### src/rtl/fetch_queue_defs.v
// Shared encodings and defaults for the fetch queue.
// Pure `define file, no logic, no latency.
// Guarded so that multiple inclusion is harmless.
`ifndef FETCH_QUEUE_DEFS_V
`define FETCH_QUEUE_DEFS_V

`define S_FETCH 2'd0
`define S_WAIT  2'd1
`define S_DROP  2'd2

`define RESET_PC_DEFAULT 32'h0000_3000

`define WORD_BYTES 4

`endif

### src/rtl/fetch_queue_pkg.sv
// Types and constants shared by the fetch queue and its FIFO.
// No logic, no latency.
// No flow control of its own.
package fetch_queue_pkg;

`include "fetch_queue_defs.v"

  typedef enum logic [1:0] {
    ST_FETCH = `S_FETCH,
    ST_WAIT  = `S_WAIT,
    ST_DROP  = `S_DROP
  } fq_state_t;

  localparam int          WORD_BYTES       = `WORD_BYTES;
  localparam logic [31:0] RESET_PC_DEFAULT = `RESET_PC_DEFAULT;

endpackage

### src/rtl/fq_fifo.sv
// DEPTH-entry FIFO of {pc, inst} pairs with synchronous clear.
// Push visible at the head one cycle later, head is read combinationally.
// Push is dropped when full without a pop; pop when empty has no effect.
module fq_fifo #(
  parameter  int XLEN  = 32,
  parameter  int DEPTH = 4,
  localparam int AW    = $clog2(DEPTH),
  localparam int CW    = AW + 1
) (
  input  logic            clk,
  input  logic            reset,
  input  logic            clear,
  input  logic            push,
  input  logic [XLEN-1:0] push_pc,
  input  logic [XLEN-1:0] push_inst,
  input  logic            pop,
  output logic [CW-1:0]   count,
  output logic [XLEN-1:0] head_data,
  output logic [XLEN-1:0] head_pc
);

  localparam logic [CW-1:0] FULL = CW'(DEPTH);

  logic [2*XLEN-1:0] mem [DEPTH];
  logic [AW-1:0]     wr_ptr;
  logic [AW-1:0]     rd_ptr;
  logic              do_push;
  logic              do_pop;

  assign do_pop  = pop && !clear && (count != '0);
  assign do_push = push && !clear && ((count != FULL) || do_pop);

  assign {head_pc, head_data} = mem[rd_ptr];

  // Pointer and occupancy bookkeeping; clear wins over push and pop.
  always_ff @(posedge clk or negedge reset) begin
    if (!reset) begin
      wr_ptr <= '0;
      rd_ptr <= '0;
      count  <= '0;
    end else if (clear) begin
      wr_ptr <= '0;
      rd_ptr <= '0;
      count  <= '0;
    end else begin
      if (do_push) wr_ptr <= wr_ptr + AW'(1);
      if (do_pop)  rd_ptr <= rd_ptr + AW'(1);
      count <= count + CW'(do_push) - CW'(do_pop);
    end
  end

  // Entry storage; contents need no reset because count gates validity.
  always_ff @(posedge clk) begin
    if (do_push) mem[wr_ptr] <= {push_pc, push_inst};
  end

endmodule

### src/rtl/fetch_queue.sv
// Instruction-fetch front end: owns the PC, issues word reads, queues {pc, inst} for decode.
// One request outstanding; next request can issue on the edge that accepts a response.
// Issue stalls while the queue has no room for the response; redirect flushes and refetches.
module fetch_queue
  import fetch_queue_pkg::*;
#(
  parameter int              XLEN     = 32,
  parameter int              DEPTH    = 4,
  parameter logic [XLEN-1:0] RESET_PC = XLEN'(RESET_PC_DEFAULT)
) (
  input  logic            clk,
  input  logic            reset,
  output logic            imem_req,
  output logic [XLEN-1:0] imem_addr,
  input  logic            imem_valid,
  input  logic [XLEN-1:0] imem_rdata,
  input  logic            redirect_valid,
  input  logic [XLEN-1:0] redirect_pc,
  output logic            inst_valid,
  input  logic            inst_ready,
  output logic [XLEN-1:0] inst_data,
  output logic [XLEN-1:0] inst_pc
);

  localparam int              CW       = $clog2(DEPTH) + 1;
  localparam logic [CW-1:0]   DEPTH_C  = CW'(DEPTH);
  localparam logic [CW-1:0]   DEPTH_M1 = CW'(DEPTH - 1);
  localparam logic [XLEN-1:0] STEP     = XLEN'(WORD_BYTES);
  localparam logic [XLEN-1:0] LOW_MASK = XLEN'(WORD_BYTES - 1);

  fq_state_t       state;
  logic [XLEN-1:0] fetch_pc;
  logic [XLEN-1:0] req_pc;
  logic [CW-1:0]   count;
  logic            push;
  logic            pop;
  logic            issue;

  assign inst_valid = (count != '0);
  // A redirect both drops the coincident response and blocks the coincident pop.
  assign pop  = inst_valid && inst_ready && !redirect_valid;
  assign push = (state == ST_WAIT) && imem_valid && !redirect_valid;

  // Decide whether a new request goes out on this edge; room accounts for the
  // push and pop happening on the same edge so a response never finds the queue full.
  always_comb begin
    issue = 1'b0;
    case (state)
      ST_FETCH: issue = (count < DEPTH_C);
      ST_WAIT:  issue = imem_valid && ((count < DEPTH_M1) || pop);
      ST_DROP:  issue = imem_valid && (count < DEPTH_C);
      default:  issue = 1'b0;
    endcase
    if (redirect_valid) issue = 1'b0;
  end

  // Fetch FSM, PC and request registers.
  always_ff @(posedge clk or negedge reset) begin
    if (!reset) begin
      state     <= ST_FETCH;
      fetch_pc  <= RESET_PC;
      req_pc    <= '0;
      imem_req  <= 1'b0;
      imem_addr <= '0;
    end else begin
      imem_req <= issue;
      if (issue) begin
        imem_addr <= fetch_pc;
        req_pc    <= fetch_pc;
        fetch_pc  <= fetch_pc + STEP;
      end
      if (redirect_valid) begin
        fetch_pc <= redirect_pc & ~LOW_MASK;
        // A response still in flight must be swallowed; one arriving now is already gone.
        state <= ((state != ST_FETCH) && !imem_valid) ? ST_DROP : ST_FETCH;
      end else begin
        case (state)
          ST_FETCH: if (issue) state <= ST_WAIT;
          ST_WAIT,
          ST_DROP:  if (imem_valid) state <= issue ? ST_WAIT : ST_FETCH;
          default:  state <= ST_FETCH;
        endcase
      end
    end
  end

  fq_fifo #(
    .XLEN  (XLEN),
    .DEPTH (DEPTH)
  ) u_fifo (
    .clk       (clk),
    .reset     (reset),
    .clear     (redirect_valid),
    .push      (push),
    .push_pc   (req_pc),
    .push_inst (imem_rdata),
    .pop       (pop),
    .count     (count),
    .head_data (inst_data),
    .head_pc   (inst_pc)
  );

endmodule

### config.mk
export PLATFORM = sky130hd
export DESIGN_NAME = fetch_queue
export DESIGN_NICKNAME = d
export VERILOG_FILES = /design/src/rtl/fetch_queue_pkg.sv /design/src/rtl/fq_fifo.sv /design/src/rtl/fetch_queue.sv
export VERILOG_INCLUDE_DIRS = /design/src /design/src/rtl
export SDC_FILE = /design/constraint.sdc
export NUM_CORES = 1
export LEC_CHECK = 0
export ABC_CLOCK_PERIOD_IN_PS = 8400
export BUFFER_PORTS_ARGS = -buffer_cell sky130_fd_sc_hd__buf_4
export CORE_ASPECT_RATIO = 1.75
export CORE_MARGIN = 1
export CORE_UTILIZATION = 55
export DETAILED_ROUTE_END_ITERATION = 10
export PLACE_DENSITY = 0.77
export SLEW_MARGIN = 20
export SYNTH_ARGS = -nofsm -noshare
export SYNTH_HDL_FRONTEND = slang
export SYNTH_SLANG_ARGS = --single-unit
### constraint.sdc
create_clock -name clk -period 8.4 [get_ports clk]
set_input_delay 0.84 -clock clk [delete_from_list [all_inputs] [get_ports clk]]
set_output_delay 0.84 -clock clk [all_outputs]
set_load 0.05 [all_outputs]
---- Word level (Yosys, flattened, before mapping) ----
Memory sizes are Yosys's and may differ from the RTL's.
Cells that the tools add are included.
Widths: inputs -> output; s select.
storage, ports and cells
  flip-flop bits (word level) ............. 74
  memories ................................ 1
  input bits .............................. 69
  output and inout port bits .............. 98
  logic and storage cells ................. 60
  memory bits (writable) .................. 256
memories
  name        depth  bits a word  read ports  clocked after memory_dff  wr ports  RTL line       source
  u_fifo.mem  4      64           1           0                         1         fq_fifo.sv:24  logic [2*XLEN-1:0] mem [DEPTH];
cells by class
  equality and inequality tests ........... 5
  magnitude comparators ................... 2
  add/sub/neg operators ................... 5
  reduce and logical (&&, ||, !) cells .... 23
  mux-type cells .......................... 17
operators by type and width
  kind                   count
  $mux 32                2
  $add 32x3->32 const B  1
  $mux 2                 8
  $logic_and 1x1->1      11
  $ne 3x3->1 const B     3
  $reduce_bool 2->1      4
  $add 2x1->2 const B    2
  $mux 1                 4
  $pmux 2 s2             1
  $add 3x1->3            1
  $lt 3x2->1 const B     1
  $lt 3x3->1 const B     1
  $mux 3                 1
  $pmux 1 s3             1
  $reduce_bool 3->1      1
  $sub 3x1->3            1
  $eq 2x1->1 const B     1
  $eq 2x2->1 const B     1
  $logic_not 1->1        2
  $logic_not 2->1        1
  $logic_or 1x1->1       2
  $reduce_and 2->1       1
  $reduce_or 2->1        1

---- Longest topological paths before layout ----
Gate-level depths: netlist of run 1.
  depth in word-level cells ............... 11
  depth in mapped cells ................... 11
  mapped depth without buffers ............ 9

---- By module ----
From an unflattened synthesis of run 1, not the netlist that was laid out.
second synthesis, totals
  cell total of the unflattened synthesis .. 667
  area, all modules ....................... 12,897.4 um2
modules (own cells, without submodules)
  module       cells an instance  area an instance (um2)  times used  seq. area each (um2)
  fq_fifo      376                9,693.0                 1           7,862.5
  fetch_queue  291                3,204.3                 1           1,579.0

---- Worst setup path before layout of run 1 ----
No wires, ideal clock.
  path kind ............................... in2reg
  start point ............................. in redirect_valid
  end point ............................... mem u_fifo.mem[0][0] (netlist bit), enable pin
  path buffers ............................ 1
  arrival ................................. 3,072 ps
  setup time .............................. 426 ps
  path slack .............................. 4,902 ps
  required time ........................... 7,974 ps
  stages on the path ...................... 3
  path through ............................ clkbuf_1 > nor3_1 > and2_1
between the ends
  cells in the longest elaborated chain, start to end .. 8
  elaborated cells on any way between the ends .. 10
  those cells by class .................... mux: 2; reduce/logical: 8
RTL lines
  what                              RTL line           source
  start, declared                   fetch_queue.sv:17  input logic redirect_valid,
  $logic_not 1->1 (*)               -
  $logic_and 1x1->1                 fetch_queue.sv:41  assign pop = inst_valid && inst_ready && !redirect_valid;
  $logic_and 1x1->1 (2 in a row)    fq_fifo.sv:30      assign do_pop = pop && !clear && (count != '0);
  $logic_or 1x1->1                  fq_fifo.sv:31      assign do_push = push && !clear && ((count != FULL) || do_pop);
  $logic_and 1x1->1 (*)             fq_fifo.sv:31
  $mux 1 (*)                        fq_fifo.sv:54      if (do_push) mem[wr_ptr] <= {push_pc, push_inst};
  $mux 1 (not written as such) (*)  fq_fifo.sv:54
  end, declared                     fq_fifo.sv:24
Mark *: on every way between the ends. The rest lies on a longest branch, timed or not.

---- Worst setup path in the final report of run 1 ----
  start point ............................. reg u_fifo.rd_ptr[0]
  end point ............................... out inst_pc[21]
between the ends
  cells in the longest elaborated chain, start to end .. 1
RTL lines
  what                    RTL line           source
  start, declared         fq_fifo.sv:26      logic [AW-1:0] rd_ptr;
  start signal, assigned  fq_fifo.sv:47      if (do_pop) rd_ptr <= rd_ptr + AW'(1);
  $mem_v2 4x64            -
  end, declared           fetch_queue.sv:22  output logic [XLEN-1:0] inst_pc
Every way passes these cells.

==> reports/qor.csv, run 1 <==
stage,metric,value,unit
synth,XOR/XNOR share of the synthesized area,0.01737,
routing,total wire length,24370,µm
synth,mapped cell area,0.01261,mm²
floorplan,die extent in x,116.4,µm
synth,Post-Syn Area per Cell,19.25,µm²
clocking,CTS Hold Bufs,0,
clocking,Clock Latency Late Sink,530,ps
synth,Netlist cell types,51,
worst_setup_path,worst-path fanout max,34,
floorplan,I/O pins,167,
routing,routed wire length on met3,1167,µm
timing,Final setup viols,0,
global_routing,first-pass GRT wire length,38090,µm
floorplan,Core ar.,0.02256,mm²
job,maxcap violations,0,
synth,sequential share of the synthesized area,0.7299,
floorplan,Initial Util,0.5588,
synth,post-synthesis mux area share,0.1517,
worst_setup_path,Setup CP Type,register to output pin,
cells_and_area,"Core Util, Final",0.6641,
synth,"area leader, netlist",edfxtp_1,
worst_setup_path,register-to-register setup slack,5590,ps
synth,post-synth top area share,0.5907,
routing,DR top layer,met4,
worst_setup_path,Reg-to-Reg End,req_pc[10]$_DFFE_PN0P_,
routing,1st-iter DRT viols,478,
timing,setup ws final,4665,ps
clocking,post-CTS setup buffers,0,
cells_and_area,FILL cells,1552,
routing,WL met1,9006,µm
synth,Yosys warning count,0,
floorplan,Rows,73,
clocking,"CTS clk-pin slew, worst paths",70,ps
routing,Met2 Wirelength,13560,µm
placed_design,pre-CTS setup slack,5130,ps
floorplan,Die H,202.3,µm
synth,Synth area leaders,"edfxtp_1 (59%), dfrtp_1 (13%), mux4_2 (11%), mux2_2 (4.0%), xor2_1 (1.3%)",
synth,Post-Synthesis Cells,655,
worst_setup_path,Worst Path Arrival,2900,ps
cells_and_area,Seq. cell area,0.009206,mm²
placed_design,number of port buffers,160,
worst_setup_path,Worst setup SP type,register,
global_routing,Total Routing Usage GR,0.2155,
timing,maximum clock rate,267.7,MHz
cells_and_area,layout cells sized above 1,0.3962,
routing,remaining antenna violation count,0,
synth,adder-cell share of the synthesized area,0.01350,
global_routing,initial antenna violation count,0,
clocking,Root Buffer,clkbuf_16,
timing,Worst slew margin,0.3537,
timing,skew final,14.48,ps
floorplan,die area,0.02355,mm²
synth,Synth Area in Compound Gates,0.03355,
routing,DR pass1 iterations,4,
timing,fin crit share,0.4447,
timing,Pins Over Slew Limit,0,
placed_design,DP Wirelength,15320,µm
routing,Avg WL per Cell,21.42,µm
cells_and_area,"most common cell after layout, fill and taps aside",edfxtp_1,
timing,RSZ-0062 raised after global routing,false,
cells_and_area,number of diodes,0,
routing,via count,6544,
clocking,CTS tree,done,
worst_setup_path,CP Capture Type,output pin,
synth,post-synthesis register bit count,318,
global_routing,vias in the first global route,7089,
status,status,"finished, final reports clean",
pwr,VDD IR-drop max,0.1772,mV
cells_and_area,area delta synth->final,18.85,%
global_routing,largest net degree at the start of global routing,71,
routing,Vias/cell,5.750,
worst_setup_path,RR Startpoint,state[0]$_DFFE_PN0P_,
clocking,H-tree Lvls,1,
synth,Post-Synth Simple-Gate Area,0.03742,
global_routing,total grt overflow,0,
pwr,final total power,5.140,mW
clocking,cts repair resizes,0,
cells_and_area,area of the multi-input gates,0.003224,mm²
timing,Hold WS,423.5,ps
min_path,Hold WC Path Type,input port to asynchronous set/reset pin,
timing,Final Hold Viols,0,
clocking,clock buffer count from CTS,27,
clocking,clk sinks,318,
placed_design,routability congestion estimate from global placement,0.8747,
pwr,P_leak,5.264,nW
cells_and_area,nets,900,
synth,largest family of logic cells by synthesized area,multiplexers,
cells_and_area,"commonest non-fill, non-tap cells in the layout","edfxtp_1 (248), buf_4 (166), dfrtp_1 (66), mux4_2 (62), mux2_2 (45)",
timing,minimum clock period,3735,ps
timing,worst slew pin tran,969.5,ps
pwr,PD cells,343.1,mW/mm²
routing,residual DRC count,0,
worst_setup_path,r2r worst-path depth,9,
timing,Final TNS setup,0,ps
clocking,Max Root-Sink Buffers,3,
worst_setup_path,worst path required time,7560,ps
## synthesized netlist by cell type (all sizes together)
master and instances:
nand2 22, buf 20, a21o 2, nor2 16, o21ai 10, a32oi 1
nor2b 1, a31oi 9, nor4bb 1, edfxtp 248, o31ai 6, a211oi 8
o31a 2, clkbuf 15, a21oi 5, dfrtp 68, nand4 10, a22oi 1
mux4 62, o22ai 1, xnor2 7, or2 1, nand3 8, nor4 2
ha 12, conb 1, mux2i 1, and2 7, nand2b 2, mux2 45
a2111oi 9, inv 12, fa 1, nand3b 1, and4 3, xor2 18
nand4b 1, or3 2, a22o 1, dfstp 2, and3 2, nor3 3
or4 6
## metrics by stage
| stage | instances | instance area (µm²) |
|---|---|---|
| after floorplan | 658 | 12620 |
| after detailed placement | 1089 | 14100 |
| final | 1138 | 14980 |
| after CTS | 1138 | 14980 |
| after global routing | 1138 | 14980 |
| after global placement | 1089 | 14100 |
## cell type report
cell class              count  share of cell area
clock inverters            17             0.01278
flip-flops and latches    318              0.6144
multi-input cells         293              0.2152
well taps                 300             0.02505
repair buffers            166             0.08317
inverters                  12            0.003006
clock buffers              32             0.04635
## sequential cells by signal (all words and copies together), names as in the netlist
name           flops
u_fifo.mem       248
fetch_pc          30
req_pc            30
u_fifo.count       3
state              2
u_fifo.rd_ptr      2
u_fifo.wr_ptr      2
imem_req           1
## routing by layer
layer	vias to the layer above	global-route usage
met5	-	0
met4	0	0.07692
met1	3379	0.2557
li1	2939	-
met2	185	0.3914
met3	41	0.02999
## how the worst max path moves through the flow
stage | cells past startpoint | slack, ps | end | start
after floorplan | 3 | 4900 | u_fifo.mem[0][0]$_DFFE_PP_ | redirect_valid
after detailed placement | 3 | 5130 | inst_pc[21] | u_fifo.rd_ptr[0]$_DFFE_PN0P_
after global placement | 3 | 5160 | inst_pc[21] | u_fifo.rd_ptr[0]$_DFFE_PN0P_
after global routing | 3 | 4460 | inst_pc[20] | u_fifo.rd_ptr[0]$_DFFE_PN0P_
after CTS | 3 | 4550 | inst_pc[26] | u_fifo.rd_ptr[0]$_DFFE_PN0P_
final | 3 | 4660 | inst_pc[21] | u_fifo.rd_ptr[0]$_DFFE_PN0P_
## critical path, stage by stage, from the launching register on
cell and delay, ps:
dfrtp_4 870, buf_4 640, mux4_2 610, buf_4 210
## power breakdown
part | internal, mW | total [mW] | switching, mW
logic | 0.614 | 1.71 | 1.10
registers | 1.94 | 2.18 | 0.231
clock network | 0.715 | 1.25 | 0.538
total | 3.27 | 5.14 | 1.87
## cell families after synthesis
logic type	count (synthesis)
flip-flops	318
adder cells (fa/ha/maj)	13
other	1
buffers and inverters	47
AND/OR/NAND/NOR	88
multiplexers	108
XOR/XNOR	25
AO/OA/AOI/OAI	55
No activity file was read; power rests on OpenSTA's default activity.
==> inputs of run 2 (changes only) <==
Settings changed: ABC_CLOCK_PERIOD_IN_PS 8400 to 3640.
Clock period 8.4 ns to 3.64 ns, I/O delays scaled along.
==> run 2 against run 1 <==
  * Clock power increased by 140%
  * Critical path depth unchanged
  * Worst hold slack got worse by 400 ps
  * Non-clock buffer count increased by 8
  * First-iteration DRC count decreased by 13%
  * Routed wire length increased by 2.8%
  * Via count increased by 1.3%
  * Global-route usage increased by 0.80 points
  * Cell area increased by 1.3%
  * Critical endpoint is now inst_pc[11]
  * Setup slack got worse by 3900 ps
==> reports/qor.csv, run 2 (synthesis gave the netlist of run 1 again) <==
stage,metric,value,unit
status,status,"finished, final reports clean",
cells_and_area,nets,908,
worst_setup_path,slowest cell on the critical path,dfrtp_4,
timing,Worst slew margin,0.4152,
routing,via count,6629,
min_path,Hold WC Path Type,input port to register,
cells_and_area,"most common cell after layout, fill and taps aside",edfxtp_1,
cells_and_area,area delta synth->final,20.34,%
clocking,CTS tree,done,
pwr,Sequential Power Share,0.417,
worst_setup_path,Crit path depth,3,
clocking,cts repair resizes,0,
routing,DR top layer,met4,
global_routing,Total Routing Usage GR,0.2235,
worst_setup_path,Worst Path Arrival,2520,ps
clocking,clk sinks,318,
routing,total wire length,25070,µm
cells_and_area,layout cells sized above 1,0.4102,
timing,Pins Over Slew Limit,0,
clocking,CTS Hold Bufs,1,
global_routing,largest net degree at the start of global routing,71,
worst_setup_path,"CP delay by family, top",flip-flops,
worst_setup_path,worst path required time,3280,ps
worst_setup_path,Setup CP Type,register to output pin,
timing,minimum clock period,2880,ps
pwr,VDD IR-drop max,0.4999,mV
routing,Met2 Wirelength,14150,µm
worst_setup_path,crit-path cells,buf_12 > mux4_2 > buf_4,
pwr,Pint,7.659,mW
clocking,Root Buffer,clkbuf_16,
timing,Final setup viols,0,
worst_setup_path,worst-path fanout max,39,
cells_and_area,Largest regs,"u_fifo.mem x248, fetch_pc x30, req_pc x30",
cells_and_area,design area,0.01517,mm²
pwr,Clk network pwr share,0.248,
timing,worst slew pin tran,877.1,ps
floorplan,die area,0.02355,mm²
cells_and_area,max FFs per register,248,
pwr,P_leak,5.353,nW
pwr,switching share of power,0.3617,
floorplan,Initial Util,0.5588,
floorplan,I/O pins,167,
routing,Avg WL per Cell,21.87,µm
floorplan,Die H,202.3,µm
worst_setup_path,CP Capture Type,output pin,
job,maxcap violations,0,
clocking,"CTS clk-pin slew, worst paths",70,ps
cells_and_area,"commonest non-fill, non-tap cells in the layout","edfxtp_1 (248), buf_4 (167), dfrtp_1 (66), mux4_2 (62), mux2_2 (45)",
placed_design,routability congestion estimate from global placement,0.8906,
routing,remaining antenna violation count,0,
timing,RSZ-0062 raised after global routing,false,
global_routing,total grt overflow,0,
routing,Vias/cell,5.784,
clocking,post-CTS setup buffers,0,
pwr,Sw Pwr,4.340,mW
floorplan,Rows,73,
routing,1st-iter DRT viols,416,
routing,DR pass1 iterations,4,
routing,WL met1,9152,µm
timing,Final TNS setup,0,ps
global_routing,initial antenna violation count,0,
global_routing,vias in the first global route,7028,
cells_and_area,number of diodes,0,
pwr,Comb pwr share,0.335,
routing,residual DRC count,0,
worst_setup_path,Worst setup SP type,register,
global_routing,first-pass GRT wire length,39140,µm
cells_and_area,Top reg by flops,u_fifo.mem,
worst_setup_path,r2r worst-path depth,8,
timing,skew final,19.96,ps
placed_design,DP Wirelength,16250,µm
placed_design,placed cell areas,0.01422,mm²
worst_setup_path,max incr delay on CP,770,ps
worst_setup_path,crit path buf inv count,2,
timing,Final Hold Viols,0,
clocking,Clock Latency Late Sink,540,ps
floorplan,die extent in x,116.4,µm
clocking,Max Root-Sink Buffers,3,
clocking,H-tree Lvls,1,
placed_design,placed insts,1096,
placed_design,number of port buffers,160,
floorplan,Core ar.,0.02256,mm²
min_path,hold path cells,1,
clocking,clock buffer count from CTS,27,
timing,maximum clock rate,347.2,MHz
pwr,PD cells,790.9,mW/mm²
cells_and_area,Post-Layout Cell Count,1146,
timing,fin crit share,0.7912,
routing,routed wire length on met3,972,µm
run 2: cell types whose count changed in the layout (fill, tap and decap cells not counted):
| cell | change |
|---|---|
| clkinvlp_2 | -1 |
| clkbuf_1 | -4 |
| clkinv_1 | -4 |
| buf_12 | +6 |
| dlygate4sd3_1 | +1 |
| clkbuf_8 | +4 |
| buf_4 | +1 |
| clkinvlp_4 | +2 |
| clkinv_2 | +3 |
run 2: path summary, 6_finish.rpt:
| check | startpoint | to | slack [ps] |
|---|---|---|---|
| worst max-delay path | u_fifo.rd_ptr[0]$_DFFE_PN0P_ | inst_pc[11] | 760 |
| worst min-delay path | imem_rdata[29] | u_fifo.mem[3][29]$_DFFE_PP_ | 20 |
| worst max register to register | state[0]$_DFFE_PN0P_ | req_pc[31]$_DFFE_PN0P_ | 780 |
| worst min register to register | fetch_pc[12]$_DFFE_PN1P_ | fetch_pc[12]$_DFFE_PN1P_ | 550 |
| max in group asynchronous | reset | u_fifo.rd_ptr[0]$_DFFE_PN0P_ | 2510 |
| min in group asynchronous | reset | req_pc[15]$_DFFE_PN0P_ | 480 |
run 2: metal layers:
metal,up-vias,GRT usage
li1,2961,-
met1,3414,0.2589
met2,192,0.4123
met3,62,0.02759
met4,0,0.08471
met5,-,0
run 2: stage by stage:
stage / hold slack [ps] / util / setup slack, ps / total power, mW
final: 21.48 / 0.6725 / 759.9 / 12.00
after global routing: 14.01 / 0.6725 / 598.1 / 12.44
after CTS: 1.571 / 0.6725 / 677.3 / 12.11
after detailed placement: 534.9 / 0.6305 / 825.2 / 9.129
after global placement: 519.0 / 0.6305 / 952.8 / 9.017
after floorplan: 68.41 / - / 561.1 / 7.840
run 2: layout make-up:
type | instances | area (µm²)
Multi-Input combinational cell | 293 | 3224
Inverter | 12 | 45.04
Sequential cell | 318 | 9206
Clock inverter | 17 | 201.4
Clock buffer | 32 | 734.5
Tap cell | 300 | 375.4
Timing Repair Buffer | 174 | 1384
Fill cell | 1523 | 7390
run 2: power by group through the flow:
stage | combinational, mW | clock (mW) | sequential [mW]
6_report | 4.02 | 2.98 | 5.00
5_1_grt | 4.21 | 3.15 | 5.08
4_1_cts | 4.06 | 3.04 | 5.01
3_5_place_dp | 4.04 | 0 | 5.08
3_3_place_gp | 3.98 | 0 | 5.03
2_1_floorplan | 2.40 | 0 | 5.44
